$ cat src/rtl/hex_display_pkg.sv
// Shared widths, 7-segment font and blink phase type for the hex display bank.
// Font is bit0=a .. bit6=g, 1 = lit.
package hex_display_pkg;

  localparam int SEG_W = 7;
  localparam int NIB_W = 4;

  typedef logic [SEG_W-1:0] seg_t;
  typedef logic [NIB_W-1:0] nib_t;

  localparam seg_t BLANK_SEG = 7'h00;

  localparam seg_t SEG_FONT [16] = '{
    7'h3F, 7'h06, 7'h5B, 7'h4F,
    7'h66, 7'h6D, 7'h7D, 7'h07,
    7'h7F, 7'h6F, 7'h77, 7'h7C,
    7'h39, 7'h5E, 7'h79, 7'h71
  };

  typedef enum logic {
    PH_LIT  = 1'b0,
    PH_DARK = 1'b1
  } blink_phase_e;

endpackage

$ cat src/rtl/hex_seg_lut.sv
// Combinational nibble to 7-segment decoder driven from the package font table.
module hex_seg_lut
  import hex_display_pkg::*;
(
  input  logic [NIB_W-1:0] i_nibble,
  output logic [SEG_W-1:0] o_segs
);

  assign o_segs = SEG_FONT[i_nibble];

endmodule

$ cat src/rtl/hex_display_bank.sv
// Multi-digit 7-segment controller: digit bank with load/shift, registered segments,
// per-digit blanking and global blink. Optional feature macro: LEADING_ZERO_BLANK_EN.
module hex_display_bank
  import hex_display_pkg::*;
#(
  parameter int NUM_DIGITS = 6,
  parameter int BLINK_DIV  = 25_000_000
) (
  input  logic                        clock,
  input  logic                        reset,
  input  logic                        load,
  input  logic [NIB_W*NUM_DIGITS-1:0] value,
  input  logic                        shift,
  input  logic [NIB_W-1:0]            shift_nibble,
  input  logic [NUM_DIGITS-1:0]       blank_mask,
  input  logic                        blink_en,
  output logic [NIB_W*NUM_DIGITS-1:0] digits_q,
  output logic [NIB_W-1:0]            shift_out,
  output logic [SEG_W*NUM_DIGITS-1:0] segs
);

  localparam int CNT_W = (BLINK_DIV > 2) ? $clog2(BLINK_DIV) : 1;
  localparam logic [CNT_W-1:0] CNT_MAX = CNT_W'(BLINK_DIV - 1);

  logic [NUM_DIGITS-1:0][NIB_W-1:0] r_digits;
  logic [NUM_DIGITS-1:0][NIB_W-1:0] w_shifted;
  logic [NIB_W-1:0]                 r_shift_out;
  logic [CNT_W-1:0]                 r_cnt;
  blink_phase_e                     r_phase;
  logic [NUM_DIGITS-1:0]            w_lz_dark;
  logic [NUM_DIGITS-1:0][SEG_W-1:0] w_lut_segs;
  logic [NUM_DIGITS-1:0][SEG_W-1:0] w_segs_next;
  logic [NUM_DIGITS-1:0][SEG_W-1:0] r_segs;

  always_comb begin
    w_shifted    = r_digits;
    w_shifted[0] = shift_nibble;
    for (int unsigned i = 1; i < NUM_DIGITS; i++) begin
      w_shifted[i] = r_digits[i-1];
    end
  end

  always_ff @(posedge clock) begin
    if (reset) begin
      r_digits    <= '0;
      r_shift_out <= '0;
    end else if (load) begin
      r_digits <= value;
    end else if (shift) begin
      r_digits    <= w_shifted;
      r_shift_out <= r_digits[NUM_DIGITS-1];
    end
  end

  // Disabling blink parks the counter and phase so re-enable starts lit.
  always_ff @(posedge clock) begin
    if (reset || !blink_en) begin
      r_cnt   <= '0;
      r_phase <= PH_LIT;
    end else if (r_cnt == CNT_MAX) begin
      r_cnt   <= '0;
      r_phase <= (r_phase == PH_LIT) ? PH_DARK : PH_LIT;
    end else begin
      r_cnt <= r_cnt + CNT_W'(1);
    end
  end

`ifdef LEADING_ZERO_BLANK_EN
  logic w_zero_run;

  // Walk down from the top digit; digit 0 is always shown.
  always_comb begin
    w_lz_dark  = '0;
    w_zero_run = 1'b1;
    for (int unsigned i = NUM_DIGITS - 1; i >= 1; i--) begin
      w_zero_run   = w_zero_run & (r_digits[i] == '0);
      w_lz_dark[i] = w_zero_run;
    end
  end
`else
  always_comb begin
    w_lz_dark = '0;
  end
`endif

  for (genvar g = 0; g < NUM_DIGITS; g++) begin : g_lut
    hex_seg_lut u_lut (
      .i_nibble (r_digits[g]),
      .o_segs   (w_lut_segs[g])
    );
  end

  always_comb begin
    w_segs_next = '0;
    for (int unsigned i = 0; i < NUM_DIGITS; i++) begin
      if (blank_mask[i] || w_lz_dark[i] || (r_phase == PH_DARK)) begin
        w_segs_next[i] = BLANK_SEG;
      end else begin
        w_segs_next[i] = w_lut_segs[i];
      end
    end
  end

  always_ff @(posedge clock) begin
    if (reset) begin
      r_segs <= '0;
    end else begin
      r_segs <= w_segs_next;
    end
  end

  assign digits_q  = r_digits;
  assign shift_out = r_shift_out;
  assign segs      = r_segs;

endmodule

$ cat config.mk
export PLATFORM = sky130hd
export DESIGN_NAME = hex_display_bank
export DESIGN_NICKNAME = d
export VERILOG_FILES = /design/src/rtl/hex_display_pkg.sv /design/src/rtl/hex_seg_lut.sv /design/src/rtl/hex_display_bank.sv
export SDC_FILE = /design/constraint.sdc
export NUM_CORES = 1
export LEC_CHECK = 0
export ABC_AREA = 0
export BUFFER_PORTS_ARGS = -buffer_cell sky130_fd_sc_hd__buf_2
export CELL_PAD_IN_SITES_DETAIL_PLACEMENT = 1
export CELL_PAD_IN_SITES_GLOBAL_PLACEMENT = 1
export CORE_MARGIN = 4
export CORE_UTILIZATION = 40
export DETAILED_ROUTE_END_ITERATION = 7
export MAX_ROUTING_LAYER = met4
export PLACE_DENSITY = 0.84
export SLEW_MARGIN = 10
export SYNTH_ARGS = -nofsm -noshare
export SYNTH_HDL_FRONTEND = slang
export SYNTH_SLANG_ARGS = --single-unit
$ cat constraint.sdc
create_clock -name clock -period 2.35 [get_ports clock]
set_input_delay 0.1175 -clock clock [delete_from_list [all_inputs] [get_ports clock]]
set_output_delay 0.1175 -clock clock [all_outputs]
set_load 0.005 [all_outputs]
==> results of run 1 <==
[per-layer routing]
metal / track usage / routed length, um / up-vias / part of all wire
met3: 0.0278 / 448 / 15 / 0.032
met2: 0.368 / 7220 / 100 / 0.52
met4: 0.0659 / 220 / 0 / 0.016
li1: - / - / 2207 / -
met1: 0.233 / 6040 / 2156 / 0.43
met5: - / 0 / - / 0
[stage by stage]
| step | utilization | setup slack [ps] | total power [mW] | hold slack, ps |
|---|---|---|---|---|
| 2_1_floorplan | - | 401 | 2.11 | 256 |
| 3_3_place_gp | 0.464 | 326 | 2.28 | 347 |
| 3_5_place_dp | 0.464 | 252 | 2.31 | 363 |
| 4_1_cts | 0.490 | 247 | 3.84 | 0.780 |
| 5_1_grt | 0.490 | 88.9 | 3.99 | 4.88 |
| 6_report | 0.490 | 255 | 3.79 | 12.0 |
[placed cells by master (no fill, tap or decap), drive strengths merged, types with 2 or more instances in the layout]
cell,n
buf,113
nor2,98
dfxtp,96
a21oi,69
ha,43
nand2,38
mux2i,33
a211oi,24
inv,23
nor2b,13
or3,13
clkbuf,12
a311oi,11
nand3,9
or4,9
or2,7
o21ai,7
nand4,7
nand2b,6
a221oi,6
xor2,6
xnor2,5
o31ai,4
nor3,3
and4,3
a31oi,2
and3,2
or4bb,2
[what timing repair did]
| action | 4_1_cts | 5_1_grt |
|---|---|---|
| hold buffers | 1 | 0 |
| setup buffers | 0 | 0 |
| endpoints found under the hold margin | 1 | 0 |
[worst max path at each step]
| stage | from | endpoint | slack (ps) | depth (start not counted) |
|---|---|---|---|---|
| after CTS | r_cnt[0] | r_cnt[24] | 250 | 5 |
| after global routing | r_cnt[0] | r_cnt[24] | 90 | 5 |
| after floorplan | r_cnt[0] | r_cnt[20] | 400 | 6 |
| after detailed placement | r_cnt[0] | r_cnt[24] | 250 | 5 |
| after global placement | r_cnt[0] | r_cnt[24] | 330 | 5 |
| final | r_cnt[0] | r_cnt[24] | 250 | 5 |
[sequential cells by signal, indices dropped and copies added (netlist names)]
| register | flops |
|---|---|
| r_phase | 1 |
| digits_q | 24 |
| r_cnt | 25 |
| segs | 42 |
| shift_out | 4 |
[critical path: cells and delay by family, from the launching register on]
| family | cells | cell delay (ps) |
|---|---|---|
| simple gates | 3 | 1230 |
| flops | 1 | 390 |
| fa+ha+maj | 1 | 270 |
| compound gates | 1 | 150 |
[kinds of logic (layout without fill, tap and decap cells)]
kind of cell / after synthesis / in the layout / share of synthesized area
buf+inv: 62 / 152 / 0.0497
fa+ha+maj: 43 / 43 / 0.108
xor+xnor: 11 / 11 / 0.0193
mux: 33 / 33 / 0.0663
flops: 96 / 96 / 0.386
simple gates: 214 / 214 / 0.209
compound gates: 128 / 128 / 0.162
[power groups by stage]
stage / sequential, mW / combinational [mW] / clock [mW]
after detailed placement: 1.83 / 0.473 / 0
final: 1.80 / 0.475 / 1.52
after global placement: 1.83 / 0.450 / 0
after CTS: 1.80 / 0.482 / 1.56
after floorplan: 1.79 / 0.317 / 0
after global routing: 1.81 / 0.537 / 1.64
[layout make-up]
class / instances / share of cell area
Timing Repair Buffer: 114 / 0.101
Sequential cell: 96 / 0.324
Clock buffer: 12 / 0.0432
Multi-Input combinational cell: 429 / 0.474
Clock inverter: 4 / 0.00864
Tap cell: 168 / 0.0354
Inverter: 22 / 0.0139
==> reports/results.tsv, run 1 <==
stage	metric	value	unit
power	combPwrFrac	0.125	
placement	placed_cells	828	
placement	hpwl	10200	um
run	cap_violations	0	
sta	fmax	477	MHz
cells_and_area	fin_nets	754	
grt	antenna_found_initial	0	
setup_path	cp-end-kind	flip-flop	
setup_path	critPathArrivalTime	2380	ps
cts	cts_tree	built	
setup_path	r2r_cells	5	
cts	cts_buffer_depth	2	
hold_path	hp-start	value[4]	
yosys	synth_warnings	0	
setup_path	ff2ff_setup_slack	250	ps
yosys	synth_area	4980	um^2
sta	fin_crit_sh	0.892	
floorplanning	rows	40	
cts	cts_resized	0	
setup_path	setup.worst_path.class	reg2reg	
yosys	synth_edf_count	0	
yosys	yosysMostFrequentCell	nor2_1	
cts	clock_sinks	96	
floorplanning	die_area	14300	um^2
cts	numCtsBuffers	9	
cells_and_area	regArea	1920	um^2
yosys	synth_top_area_cell	dfxtp_1	
setup_path	path_cells	ha_1 -> nand4_1 -> or4_4 -> or4_1 -> a21oi_1	
power	p_per_area	639	nW/um^2
sta	rsz0062_at_grt	no	
yosys	ys.flop_type	dfxtp_1	
power	internal_power	2.81	mW
yosys	synth_area_leaders	dfxtp_1 39%, ha_1 11%, nor2_1 7.4%, a21oi_1 6.7%, mux2i_1 6.6%	
yosys	synth_nets	669	
power	p_switching	0.988	mW
power	power_leakage	2.61	nW
hold_path	hold_depth	3	
cells_and_area	syn_to_final_growth	19.1	%
yosys	synth_top_area_frac	0.386	
power	swShare	0.260	
setup_path	max_stage_delay	550	ps
placement	routabilityCongestion	0.882	
yosys	ys_seq_area_frac	0.386	
yosys	syn_inst	587	
placement	placed_area	5620	um^2
hold_path	holdPathEnd	digits_q[4]	
floorplanning	start_util	0.411	
setup_path	cp_max_fo	11	
yosys	yosys-top-cells-count	98 x nor2_1, 96 x dfxtp_1, 67 x a21oi_1, 43 x ha_1, 38 x nand2_1	
setup_path	reg2reg_to	r_cnt[24]	
floorplanning	die_h	120	um
cells_and_area	fillerInstances	1494	
detailed_routing	drt_iter0_markers	146	
setup_path	r2r-start	r_cnt[0]	
yosys	synth-seq-cells	96	
floorplanning	io_pins	109	
cts	htree_levels	3	
setup_path	cp_slowest_cell	or4_1	
sta	finClkSkew	7.15	ps
floorplanning	coreArea	12100	um^2
detailed_routing	vias	4478	
sta	finalHoldViolCount	0	
grt	track_usage	0.204	
hold_path	hp-class	in2reg	
detailed_routing	wl_per_cell	16.5	um
yosys	synth.distinct_cells	45	
detailed_routing	drc	0	
floorplanning	die_w	120	um
cells_and_area	drive_gt1_frac	0.217	
yosys	syn_avg_cell_area	8.49	um^2
cts	clkLatencyLatePin	350	ps
sta	tns	0	ps
sta	min_period	2100	ps
power	ir_drop	0.334	mV
grt	grt_pass1_vias	4716	
sta	drv_slew	0	
detailed_routing	dr.pass1.iters	4	
sta	worst_pin_slew	588	ps
setup_path	required	2630	ps
cells_and_area	finalInstanceArea	5930	um^2
grt	grt_max_degree	49	
grt	gr-total-overflow	0	
cells_and_area	n_antenna_cell	0	
grt	grt_pass1_wl	23500	um
yosys	ys_async_sr_fraction	0	
sta	slew_headroom	0.607	
detailed_routing	via_per_inst	5.30	
detailed_routing	ant_nets	0	
status	status	completed	
cells_and_area	finalNonFillerCells	845	
power	pwr-share-seq	0.474	
setup_path	start_kind	flip-flop	
cells_and_area	multi_input_area	2810	um^2
detailed_routing	wl	13900	um
power	clkPwrFrac	0.401	
sta	setup_viol	0	
placement	port_buffers	108	
cts	cts_root_buf	clkbuf_16	
cts	clk_pin_slew	70	ps
(Power assumes the default switching activity.)
==> inputs of run 2 (changes only) <==
--- a/config.mk
+++ b/config.mk
@@ -10,10 +10,11 @@
 export CELL_PAD_IN_SITES_DETAIL_PLACEMENT = 1
 export CELL_PAD_IN_SITES_GLOBAL_PLACEMENT = 1
 export CORE_MARGIN = 4
-export CORE_UTILIZATION = 40
+export CORE_UTILIZATION = 42
+export CTS_BUF_LIST = sky130_fd_sc_hd__clkbuf_8
 export DETAILED_ROUTE_END_ITERATION = 7
 export MAX_ROUTING_LAYER = met4
-export PLACE_DENSITY = 0.84
+export PLACE_DENSITY = 0.88
 export SLEW_MARGIN = 10
 export SYNTH_ARGS = -nofsm -noshare
 export SYNTH_HDL_FRONTEND = slang
==> reports/results.tsv, run 2 (same netlist as run 1, synthesis figures left out) <==
stage	metric	value	unit	change
sta	fin_crit_sh	0.920		+0.0281
setup_path	critPathArrivalTime	2470	ps	+90 ps
setup_path	start_kind	flip-flop		
setup_path	required	2660	ps	+30 ps
sta	finClkSkew	9.51	ps	+2.36 ps
cells_and_area	finalNonFillerCells	843		-0.24%
run	cap_violations	0		unchanged
grt	antenna_found_initial	2		+2
detailed_routing	ant_nets	0		unchanged
sta	holdWs	-0.00142	ps	-12.0 ps
floorplanning	io_pins	109		unchanged
detailed_routing	wl	15000	um	+7.3%
placement	post-place-ws	170	ps	-81.5 ps
placement	hpwl	10200	um	+0.32%
setup_path	setup.worst_path.class	reg2reg		
cells_and_area	final_common_cell	buf_2		
setup_path	cp-end-kind	flip-flop		
cells_and_area	largest_reg_flops	42		unchanged
sta	finalHoldViolCount	1		+1
status	failed_checks	hold timing		
floorplanning	die_area	13700	um^2	-4.4%
grt	track_usage	0.234		+0.0301
setup_path	path_cells	ha_1 -> nand4_1 -> or4_4 -> or4_1 -> a21oi_1		
sta	setup_viol	0		unchanged
setup_path	r2r-start	r_cnt[0]		
sta	slew_headroom	0.580		-0.0274
cells_and_area	fin_util	0.525		+0.0348
cts	htree_levels	3		unchanged
cts	post-cts-setup-buffer-count	0		unchanged
cts	cts_buffer_depth	2		unchanged
power	ir_drop	0.327	mV	-2.1%
hold_path	hp-start	value[23]		
sta	fmax	463	MHz	-3.1%
cells_and_area	drive_gt1_frac	0.215		-0.00223
sta	rsz0062_at_grt	no		
sta	setup_ws	189	ps	-66.0 ps
detailed_routing	wl_per_cell	17.7	um	+7.6%
sta	drv_slew	0		unchanged
detailed_routing	via_per_inst	5.57		+5.1%
detailed_routing	drt_iter0_markers	211		+45%
floorplanning	die_h	117	um	-2.2%
cts	clkLatencyLatePin	380	ps	+30 ps
setup_path	cp_slowest_cell	or4_4		
hold_path	hp-class	in2reg		
placement	placed_area	5600	um^2	-0.38%
cells_and_area	final_cell_mix	108 x buf_2, 98 x nor2_1, 96 x dfxtp_1		
setup_path	ff2ff_setup_slack	190	ps	-70 ps
cells_and_area	syn_to_final_growth	21.3	%	
sta	tns	0	ps	unchanged
setup_path	critPathLaunch	r_cnt[0]		
floorplanning	start_util	0.433		+0.0213
grt	gr-total-overflow	0		unchanged
setup_path	path_buf_inv	0		unchanged
floorplanning	die_w	117	um	-2.2%
detailed_routing	dr.pass1.iters	4		unchanged
grt	grt_pass1_wl	24700	um	+5.3%
cts	clock_sinks	96		unchanged
status	status	finished with violations		
cts	clk_pin_slew	90	ps	+20 ps
detailed_routing	drc	0		unchanged
grt	grt_max_degree	49		unchanged
power	p_total	3.63	mW	-4.2%
power	power_leakage	2.68	nW	+2.5%
setup_path	cp_max_fo	11		unchanged
placement	port_buffers	108		unchanged
detailed_routing	vias	4695		+4.8%
cts	cts_root_buf	clkbuf_8		
sta	min_period	2160	ps	+66.0 ps
grt	grt_pass1_vias	5013		+6.3%
setup_path	cp_top_family	simple AND/OR/NAND/NOR gates		
placement	routabilityCongestion	0.898		+1.8%
floorplanning	coreArea	11500	um^2	-4.9%
setup_path	max_stage_delay	530	ps	-20 ps
power	p_per_area	601	nW/um^2	-5.9%
cells_and_area	fin_nets	775		+2.8%
cts	cts_tree	built		
placement	placed_cells	806		-2.7%
sta	worst_pin_slew	629	ps	+41.1 ps
cts	numCtsBuffers	9		unchanged
cells_and_area	finalInstanceArea	6040	um^2	+1.8%
floorplanning	rows	39		-2.5%
==> run 2: changes by cell type in the layout (fill, tap and decap cells not counted), moves of 2 or more <==
cell / before / now
dlygate4sd3_1: 1 / 19
clkbuf_16: 9 / 0
diode_2: 0 / 2
buf_4: 4 / 8
clkbuf_8: 2 / 10
bufinv_16: 1 / 3
==> run 2: cell type report <==
class	count	area, um^2
Antenna cell	2	5.00
Clock buffer	10	138
Clock inverter	6	108
Fill cell	1401	5470
Inverter	22	82.6
Multi-Input combinational cell	429	2820
Sequential cell	96	1920
Tap cell	143	179
Timing Repair Buffer	135	791
==> run 2: worst paths after layout <==
kind / endpoint / cells after the start
worst max-delay path: r_cnt[24] / 5
worst min-delay path: digits_q[23] / 3
worst max register to register: r_cnt[24] / 5
worst min register to register: r_cnt[0] / 1
==> run 2: repair_timing <==
item                       in CTS  in global routing
resized for setup               0                  1
hold endpoints to repair       19                  0
hold buffers                   19                  0
setup endpoints to repair       0                 10
==> run 2: layer usage <==
layer  global-route usage  routed length [um]
met3               0.0334                 703
met5                    -                   0
met1                0.264                6070
met2                0.400                7600
met4                0.125                 582
==> run 2: power by group <==
group	internal [mW]	total [mW]	switching, mW
clock network	0.732	1.32	0.591
logic	0.240	0.514	0.274
registers	1.70	1.80	0.0966
total	2.67	3.63	0.961
==> run 2: worst register-to-register path: cells and delay by family, from the launching register on <==
kind / cells / cell delay, ps
compound gates: 1 / 170
fa+ha+maj: 1 / 300
flops: 1 / 390
simple gates: 3 / 1240
==> inputs of run 3 (changes only) <==
--- a/config.mk
+++ b/config.mk
@@ -10,11 +10,11 @@
 export CELL_PAD_IN_SITES_DETAIL_PLACEMENT = 1
 export CELL_PAD_IN_SITES_GLOBAL_PLACEMENT = 1
 export CORE_MARGIN = 4
-export CORE_UTILIZATION = 42
+export CORE_UTILIZATION = 38
 export CTS_BUF_LIST = sky130_fd_sc_hd__clkbuf_8
 export DETAILED_ROUTE_END_ITERATION = 7
 export MAX_ROUTING_LAYER = met4
-export PLACE_DENSITY = 0.88
+export PLACE_DENSITY = 0.84
 export SLEW_MARGIN = 10
 export SYNTH_ARGS = -nofsm -noshare
 export SYNTH_HDL_FRONTEND = slang
==> constraint.sdc (replaced) <==
create_clock -name clock -period 1.9 [get_ports clock]
set_input_delay 0.095 -clock clock [delete_from_list [all_inputs] [get_ports clock]]
set_output_delay 0.095 -clock clock [all_outputs]
set_load 0.005 [all_outputs]
==> reports/results.tsv, run 3 (same netlist as run 1, synthesis figures left out) <==
stage	metric	value	unit	change
sta	rsz0062_at_grt	yes		
sta	finalHoldViolCount	0		-1
detailed_routing	wl	15000	um	+0.43%
sta	tns	0	ps	unchanged
setup_path	reg2reg_to	r_cnt[21]		
cts	clock_sinks	96		unchanged
cells_and_area	final_cell_mix	108 x buf_2, 92 x nor2_1, 90 x dfxtp_1		
setup_path	r2r_cells	4		-1
floorplanning	io_pins	109		unchanged
cells_and_area	final_common_cell	buf_2		
setup_path	start_kind	flip-flop		
detailed_routing	wl_per_cell	16.7	um	-5.6%
power	combPwrFrac	0.157		+0.016
cells_and_area	drive_gt1_frac	0.264		+0.0489
grt	grt_max_degree	41		-16%
detailed_routing	dr.pass1.iters	4		unchanged
detailed_routing	drc	0		unchanged
cts	htree_levels	3		unchanged
setup_path	critPathArrivalTime	2210	ps	-260 ps
cts	cts_buffer_depth	2		unchanged
sta	drv_slew	0		unchanged
sta	finClkSkew	11.8	ps	+2.32 ps
power	pwr-share-seq	0.529		+0.034
power	clkPwrFrac	0.314		-0.050
placement	port_buffers	108		unchanged
sta	fmax	526	MHz	+14%
cts	cts_tree	built		
placement	hpwl	10400	um	+2.4%
cts	clkLatencyLatePin	380	ps	about the same
setup_path	setup.worst_path.class	reg2reg		
detailed_routing	via_per_inst	5.32		-4.5%
sta	fin_crit_sh	1.00		+0.0802
status	status	completed		
cells_and_area	fin_nets	801		+3.4%
run	cap_violations	0		unchanged
setup_path	ff2ff_setup_slack	0.03	ps	-190 ps
grt	grt_pass1_wl	24400	um	-1.3%
placement	routabilityCongestion	0.853		-5.1%
setup_path	crit_path_end	r_cnt[21]		
power	ir_drop	0.248	mV	-24%
power	swShare	0.281		+0.0168
grt	gr-total-overflow	0		unchanged
power	power_leakage	2.80	nW	+4.6%
setup_path	cp-end-kind	flip-flop		
setup_path	cp_max_fo	8		-3
cells_and_area	finalInstanceArea	6340	um^2	+5.0%
cells_and_area	fin_util	0.499		-0.0261
floorplanning	coreArea	12700	um^2	+10%
placement	placed_area	5780	um^2	+3.3%
sta	setup_viol	0		unchanged
floorplanning	die_h	122	um	+4.8%
hold_path	hold_depth	3		unchanged
detailed_routing	vias	4769		+1.6%
sta	worst_pin_slew	590	ps	-38.9 ps
cells_and_area	finalNonFillerCells	897		+6.4%
sta	slew_headroom	0.606		+0.0260
cells_and_area	syn_to_final_growth	27.4	%	
grt	track_usage	0.210		-0.0242
cts	clk_pin_slew	90	ps	about the same
grt	antenna_found_initial	1		-1
cells_and_area	largest_reg_flops	42		unchanged
setup_path	required	2210	ps	-450 ps
power	p_per_area	662	nW/um^2	+10%
setup_path	r2r-start	r_cnt[4]		
power	p_switching	1.18	mW	+23%
power	internal_power	3.02	mW	+13%
placement	placed_cells	852		+5.7%
sta	min_period	1900	ps	-261 ps
grt	grt_pass1_vias	4953		-1.2%
sta	holdWs	73.0	ps	+73.0 ps
cts	cts_root_buf	clkbuf_8		
floorplanning	start_util	0.392		-0.0410
detailed_routing	ant_nets	0		unchanged
setup_path	critPathLaunch	r_cnt[4]		
detailed_routing	drt_iter0_markers	265		+26%
floorplanning	rows	41		+5.1%
floorplanning	die_area	15000	um^2	+9.8%
cts	numCtsBuffers	9		unchanged
floorplanning	die_w	122	um	+4.8%
hold_path	hp-class	in2reg		
## run 3: power groups by stage
stage / Sequential [mW] / Combinational [mW] / Clock (mW)
4_1_cts: 2.22 / 0.655 / 1.36
3_3_place_gp: 2.26 / 0.566 / 0
6_report: 2.22 / 0.661 / 1.32
3_5_place_dp: 2.27 / 0.596 / 0
2_1_floorplan: 2.22 / 0.393 / 0
5_1_grt: 2.24 / 0.740 / 1.46
## run 3: critical path, stage by stage (launching register included)
cell and delay [ps]:
dfxtp_1 410, nand3_1 160, or4_1 670, or4_1 440
a21oi_1 150
## run 3: layout make-up
| type | instances | area, um^2 |
|---|---|---|
| clock inverters | 7 | 63.8 |
| well taps | 172 | 215 |
| diodes | 1 | 2.50 |
| fillers | 1531 | 6380 |
| multi-input cells | 429 | 2880 |
| inverters | 22 | 82.6 |
| clock buffers | 9 | 124 |
| flip-flops and latches | 96 | 1930 |
| repair buffers | 161 | 1040 |
## run 3: worst min-delay path by stage
stage / startpoint / endpoint / slack, ps
final: blink_en / r_phase / 70
after global routing: blink_en / r_phase / 80
after CTS: shift_nibble[2] / digits_q[2] / 70
after detailed placement: value[19] / digits_q[19] / 340
after global placement: value[18] / digits_q[18] / 330
after floorplan: value[22] / digits_q[22] / 230
## run 3: what timing repair did
item | in CTS | in global routing
hold buffers | 24 | 0
pin swaps | 7 | 1
endpoints found under the setup margin | 25 | 25
gates cloned | 1 | 0
setup buffers | 3 | 0
hold endpoints to repair | 24 | 0
resized for setup | 15 | 15
## run 3: metal layers
metal / GRT usage / wire length [um]
met3: 0.0346 / 604
met1: 0.238 / 6390
met2: 0.366 / 7650
met4: 0.0882 / 376
met5: - / 0
## run 3: metrics by stage
stage | power [mW] | setup slack, ps
2_1_floorplan | 2.61 | 3.65
3_3_place_gp | 2.82 | -47.7
3_5_place_dp | 2.86 | -71.3
4_1_cts | 4.24 | 3.44
5_1_grt | 4.44 | -54.1
6_report | 4.20 | 0.0275
